===== config.mk =====
export PLATFORM = sky130hd
export DESIGN_NAME = touch_adc_sequencer
export DESIGN_NICKNAME = d
export VERILOG_FILES = /design/src/rtl/touch_adc_sequencer.sv
export SDC_FILE = /design/constraint.sdc
export NUM_CORES = 1
export LEC_CHECK = 0
export ABC_AREA = 1
export BUFFER_PORTS_ARGS = -buffer_cell sky130_fd_sc_hd__buf_2
export CAP_MARGIN = 20
export CORE_MARGIN = 4
export CORE_UTILIZATION = 45
export CTS_CLUSTER_DIAMETER = 60
export CTS_CLUSTER_SIZE = 20
export DETAILED_ROUTE_END_ITERATION = 12
export PLACE_DENSITY = 0.6
export SLEW_MARGIN = 20
export SYNTH_ARGS = -nofsm -noshare
export SYNTH_HDL_FRONTEND = slang
export SYNTH_SLANG_ARGS = --single-unit

===== constraint.sdc =====
create_clock -name sys_clk -period 2.6 [get_ports sys_clk]
set_input_delay 0.52 -clock sys_clk [delete_from_list [all_inputs] [get_ports sys_clk]]
set_output_delay 0.52 -clock sys_clk [all_outputs]
set_load 0.02 [all_outputs]

===== src/rtl/touch_adc_sequencer.sv =====
// Touch-panel ADC sequencer: pen-down debounce, X/Y SPI conversion frames, scaled coordinate publish.
// Optional build macro TOUCH_AVG_EN: publish the mean of four consecutive X/Y pairs.

module touch_adc_sequencer #(
    parameter int unsigned CLK_DIV  = 16,
    parameter int unsigned DEBOUNCE = 1024,
    parameter int unsigned GAP      = 4096
) (
    input  logic       sys_clk,
    input  logic       iRST_n,
    input  logic       penirq_n,
    input  logic       adc_dout,
    output logic       adc_dclk,
    output logic       adc_din,
    output logic       adc_cs_n,
    output logic [7:0] x_coord,
    output logic [9:0] y_coord,
    output logic       new_coord,
    output logic       transmit_en
);
    localparam int unsigned DIV_W   = $clog2(CLK_DIV);
    localparam int unsigned CNT_MAX = (DEBOUNCE > GAP) ? DEBOUNCE : GAP;
    localparam int unsigned CNT_W   = $clog2(CNT_MAX + 1);
    localparam int unsigned HP_W    = 6;
    localparam int unsigned HP_LAST = 49;
    localparam int unsigned RAW_W   = 12;
`ifdef TOUCH_AVG_EN
    localparam int unsigned XH_W    = 12;
    localparam int unsigned ACC_W   = 14;
`else
    localparam int unsigned XH_W    = 8;
`endif

    typedef enum logic [2:0] {
        S_IDLE,
        S_DEBOUNCE,
        S_FRAME_X,
        S_FRAME_Y,
        S_UPDATE,
        S_GAP
    } state_t;

    state_t              state_q;
    logic [1:0]          pen_sync_q;
    logic [DIV_W-1:0]    div_q;
    logic [HP_W-1:0]     hp_q;
    logic [CNT_W-1:0]    cnt_q;
    logic                cs_n_q;
    logic                dclk_q;
    logic                din_q;
    logic [RAW_W-1:0]    raw_q;
    logic [XH_W-1:0]     x_hold_q;
    logic [7:0]          x_q;
    logic [9:0]          y_q;
    logic                new_q;
    logic                ten_q;
`ifdef TOUCH_AVG_EN
    logic [ACC_W-1:0]    acc_x_q;
    logic [ACC_W-1:0]    acc_y_q;
    logic [1:0]          pairs_q;
    logic [ACC_W-1:0]    sum_x_c;
    logic [ACC_W-1:0]    sum_y_c;
`endif

    logic                pen_q;
    logic [7:0]          cmd_c;
    logic [4:0]          fall_n_c;
    logic                din_next_c;
    logic                sample_c;
    logic                tick_c;
    logic [CNT_W-1:0]    cnt_inc_c;

    assign pen_q       = pen_sync_q[1];
    assign adc_dclk    = dclk_q;
    assign adc_din     = din_q;
    assign adc_cs_n    = cs_n_q;
    assign x_coord     = x_q;
    assign y_coord     = y_q;
    assign new_coord   = new_q;
    assign transmit_en = ten_q;

    // Frame decode: half-period 0 is a cs_n-high guard, 1 is setup, odd halves 1..47 end with a rise.
    always_comb begin
        cmd_c      = 8'h90;
        din_next_c = 1'b0;
        if (state_q == S_FRAME_Y) begin
            cmd_c = 8'hD0;
        end
        fall_n_c = hp_q[5:1];
        if (fall_n_c < 5'd8) begin
            din_next_c = cmd_c[3'd7 - fall_n_c[2:0]];
        end
        sample_c  = hp_q[0] && (hp_q >= 6'd19) && (hp_q <= 6'd41);
        tick_c    = (div_q == DIV_W'(CLK_DIV - 1));
        cnt_inc_c = (cnt_q == {CNT_W{1'b1}}) ? cnt_q : cnt_q + CNT_W'(1);
`ifdef TOUCH_AVG_EN
        sum_x_c   = acc_x_q + ACC_W'(x_hold_q);
        sum_y_c   = acc_y_q + ACC_W'(raw_q);
`endif
    end

    always_ff @(posedge sys_clk or negedge iRST_n) begin
        if (!iRST_n) begin
            state_q    <= S_IDLE;
            pen_sync_q <= 2'b11;
            div_q      <= '0;
            hp_q       <= '0;
            cnt_q      <= '0;
            cs_n_q     <= 1'b1;
            dclk_q     <= 1'b0;
            din_q      <= 1'b0;
            raw_q      <= '0;
            x_hold_q   <= '0;
            x_q        <= '0;
            y_q        <= '0;
            new_q      <= 1'b0;
            ten_q      <= 1'b0;
`ifdef TOUCH_AVG_EN
            acc_x_q    <= '0;
            acc_y_q    <= '0;
            pairs_q    <= '0;
`endif
        end else begin
            pen_sync_q <= {pen_sync_q[0], penirq_n};
            new_q      <= 1'b0;
            case (state_q)
                S_IDLE: begin
                    if (!pen_q) begin
                        state_q <= S_DEBOUNCE;
                        cnt_q   <= '0;
`ifdef TOUCH_AVG_EN
                        acc_x_q <= '0;
                        acc_y_q <= '0;
                        pairs_q <= '0;
`endif
                    end
                end
                S_DEBOUNCE: begin
                    if (pen_q) begin
                        state_q <= S_IDLE;
                    end else if (cnt_q == CNT_W'(DEBOUNCE - 1)) begin
                        state_q <= S_FRAME_X;
                        ten_q   <= 1'b1;
                        div_q   <= '0;
                        hp_q    <= '0;
                    end else begin
                        cnt_q <= cnt_inc_c;
                    end
                end
                S_FRAME_X, S_FRAME_Y: begin
                    if (!tick_c) begin
                        div_q <= div_q + DIV_W'(1);
                    end else begin
                        div_q <= '0;
                        hp_q  <= hp_q + HP_W'(1);
                        if (hp_q == '0) begin
                            cs_n_q <= 1'b0;
                            din_q  <= cmd_c[7];
                        end else if (hp_q == HP_W'(HP_LAST)) begin
                            cs_n_q <= 1'b1;
                            din_q  <= 1'b0;
                            hp_q   <= '0;
                            if (state_q == S_FRAME_X) begin
                                x_hold_q <= raw_q[RAW_W-1 -: XH_W];
                                state_q  <= S_FRAME_Y;
                            end else begin
                                state_q  <= S_UPDATE;
                            end
                        end else if (hp_q[0]) begin
                            dclk_q <= 1'b1;
                            if (sample_c) begin
                                raw_q <= {raw_q[RAW_W-2:0], adc_dout};
                            end
                        end else begin
                            dclk_q <= 1'b0;
                            din_q  <= din_next_c;
                        end
                    end
                end
                S_UPDATE: begin
                    state_q <= S_GAP;
                    cnt_q   <= '0;
`ifdef TOUCH_AVG_EN
                    if (pairs_q == 2'd3) begin
                        x_q     <= sum_x_c[13:6];
                        y_q     <= sum_y_c[13:4];
                        new_q   <= 1'b1;
                        acc_x_q <= '0;
                        acc_y_q <= '0;
                        pairs_q <= '0;
                    end else begin
                        acc_x_q <= sum_x_c;
                        acc_y_q <= sum_y_c;
                        pairs_q <= pairs_q + 2'd1;
                    end
`else
                    x_q   <= x_hold_q;
                    y_q   <= raw_q[11:2];
                    new_q <= 1'b1;
`endif
                end
                S_GAP: begin
                    // Pen state is only consulted here, so a release never truncates a frame.
                    if (cnt_q == CNT_W'(GAP - 1)) begin
                        if (pen_q) begin
                            state_q <= S_IDLE;
                            ten_q   <= 1'b0;
                        end else begin
                            state_q <= S_FRAME_X;
                            div_q   <= '0;
                            hp_q    <= '0;
                        end
                    end else begin
                        cnt_q <= cnt_inc_c;
                    end
                end
                default: state_q <= S_IDLE;
            endcase
        end
    end
endmodule


==> run summary <==
global-route wire length before repair: 13.2 mm
# IOs: 27
max cap viols: 0
Final WS setup: 0.514 ns
Syn Inst Count: 456
Switch Pwr: 0.00120 W
clk_lat worst skew: 0.35 ns
Setup TNS Final: 0 ns
Max VDD drop: 0.000404 V
H-tree depth: 3
Routability Congestion: 0.875
clock-pin slew on the worst setup and hold paths: 0.09 ns
Hold Path Class: in2async
Warnings, synthesis: 0
Final setup viols: 0
internal power: 0.00213 W
WL/cell: 12.4 um
DRC errors left: 0
Unique masters post-synth: 34
post-route ant nets: 0
worst slew pin tran: 0.512 ns
Pre-antenna DRT Iters: 4
Resized cells post-CTS: 0
critical path type: reg2reg
Crit Path Max Fanout: 13
Root Buffer: clkbuf_8
Leak: 2.07 nW
Die Area: 9750 sq um
maximum clock rate: 479 MHz
cells along the critical path: ha_1, nand2_1, nor2_2, nand2_2, nor2_2, nand3_2, nand4_2, nand2_1, nand2_1
cell mode on critical path: nand2_1
routed vias: 2938
delay of the slowest critical-path stage: 0.43 ns
Reg power frac: 0.398
Power per Cell Area: 797 nW/um^2
TritonCTS clock tree: built
status: complete, no violations
crit path launch type: register
Crit path buffers/inverters: 0
Data required, critical path: 2.88 ns
total power: 0.00333 W
flops & latches, synth: 71
Synth Cell Area: 3700 sq um
Ant. Diodes: 0
relative slew slack: 0.659
initial core utilization: 0.472
Total Nets Final: 495
post-CTS setup buffer count: 0
initial antenna violation count: 0
GRT Total Usage: 0.164
core outline area: 7850 sq um
element type at the critical path end: register
power share of the clock group: 0.335
CTS Hold Buffers Added: 0
syn_nets: 465
Synth Area per Inst: 8.12 sq um
grt ovf: 0
clock sinks: 71
Die Wd: 98.7 um
setup clock skew after layout: 0.0120 ns
period utilization: 0.802
CP max-delay cell: dfrtp_1
layout cell share with drive strength beyond 1: 0.212
post-DP HPWL: 5.27 mm
pre-CTS WS: 0.546 ns
vias in the first global route: 2911
hold violation count in the final report: 0
critical path arrival: 2.37 ns
Comb power frac: 0.268
detailed router's first-iteration violation count: 107
Post-Route WL: 7.36 mm
critical path's top delay family: simple AND/OR/NAND/NOR gates
number of buffers created by CTS: 9
CTS Buffer Depth: 2
fin. max-slew vios: 0
die outline height: 98.7 um
row cnt: 32
PortBufs: 26
Via density: 4.95
area grow syn2layout: 12.8%
RSZ-0062 raised after global routing: no
sequential share of the synthesized area: 0.481
Switching Fraction: 0.360
largest net degree at the start of global routing: 41
crit path time final: 2.09 ns
-- through the flow --
stage	area [sq um]	instances	hold slack [ns]	util
4_1_cts	4180	593	0.153	0.532
2_1_floorplan	3700	456	0.224	-
3_3_place_gp	3930	577	0.346	0.500
3_5_place_dp	3930	577	0.353	0.500
6_report	4180	593	0.141	0.532
5_1_grt	4180	593	0.179	0.532
-- routing by layer --
| layer | routed length [um] | GRT usage |
|---|---|---|
| met5 | 0 | 0 |
| met4 | 114 | 0.0651 |
| met3 | 226 | 0.0269 |
| met2 | 3430 | 0.265 |
| met1 | 3590 | 0.220 |
-- cells in the final DEF (no fill, tap or decap), types with 2 or more instances in the layout --
master     instances
a21oi_1            7
buf_2             25
buf_4              5
bufinv_16          3
clkbuf_8           9
clkinv_4           2
dfrtp_1           68
dfstp_2            3
ha_1               5
inv_1             34
inv_2              6
nand2_1          149
nand2_2           14
nand3_1           42
nand3_2            3
nand4_1           11
nand4_2            2
nor2_1            34
nor2_2             5
nor2_4             6
o21ai_0           19
o21ai_1            9
o21ai_2            9
or2_2              4
xor2_1             5
-- final timing paths --
check | end | depth (start not counted) | slack [ns] | startpoint
min in group sys_clk | pen_sync_q[0] | 1 | 0.27 | penirq_n
max reg2reg | cnt_q[0] | 9 | 0.51 | cnt_q[0]
min reg2reg | pen_sync_q[1] | 0 | 0.36 | pen_sync_q[0]
max | cnt_q[0] | 9 | 0.51 | cnt_q[0]
max in group asynchronous | adc_cs_n | 2 | 1.78 | iRST_n
min | x_coord[6] | 1 | 0.14 | iRST_n
-- area by class of cell --
class                   instances  area, sq um
repair buffers                 30          163
multi-input cells             332         1700
flip-flops and latches         71         1780
clock inverters                 7          128
well taps                     102          128
inverters                      42          160
fillers                       796         3670
clock buffers                   9          124
-- Yosys cell counts --
cell type / number / area (sq um)
dfrtp_1: 68 / 1700
buf_2: 3 / 15.0
nand4_2: 2 / 25.0
nand3_4: 1 / 17.5
nand2_2: 14 / 87.6
nor2_8: 1 / 20.0
o21ai_2: 9 / 78.8
a31oi_1: 1 / 6.26
nor3_1: 1 / 5.00
xor2_1: 5 / 43.8
buf_4: 2 / 15.0
nor2_1: 34 / 128
or2_2: 4 / 25.0
nor2_2: 5 / 31.3
o21ai_1: 9 / 45.0
a21oi_1: 7 / 35.0
nand4_1: 11 / 68.8
a21boi_4: 1 / 18.8
nor3b_1: 1 / 7.51
clkinv_1: 1 / 3.75
o21ai_0: 19 / 95.1
inv_1: 34 / 128
ha_1: 5 / 62.6
inv_2: 6 / 22.5
inv_4: 1 / 6.26
nand2_1: 149 / 559
buf_6: 2 / 22.5
clkbuf_1: 4 / 15.0
o21ai_4: 1 / 16.3
dfstp_2: 3 / 78.8
nand2_4: 1 / 11.3
nand3_2: 3 / 30.0
nand3_1: 42 / 210
nor2_4: 6 / 67.6
-- power groups by stage --
stage	clock (W)	combinational, W	sequential [W]
2_1_floorplan	0	0.000691	0.00133
3_3_place_gp	0	0.000893	0.00134
3_5_place_dp	0	0.000903	0.00135
4_1_cts	0.00115	0.000907	0.00132
5_1_grt	0.00119	0.00103	0.00134
6_report	0.00111	0.000892	0.00132
-- cell families after synthesis --
| family | Yosys count | synth area share |
|---|---|---|
| adders and majority gates | 5 | 0.0169 |
| AOI/OAI and AO/OA | 47 | 0.0797 |
| DFF | 71 | 0.481 |
| and+or+nand+nor | 275 | 0.349 |
| buffers and inverters | 53 | 0.0615 |
| xor gates and xnor gates | 5 | 0.0118 |
-- registers in the layout, indices dropped and copies added, names as in the netlist, 3 cells and up --
| register | flops |
|---|---|
| cnt_q | 13 |
| raw_q | 12 |
| y_coord | 10 |
| x_coord | 8 |
| x_hold_q | 8 |
| hp_q | 6 |
| div_q | 4 |
| state_q | 3 |
(Power assumes the default switching activity.)
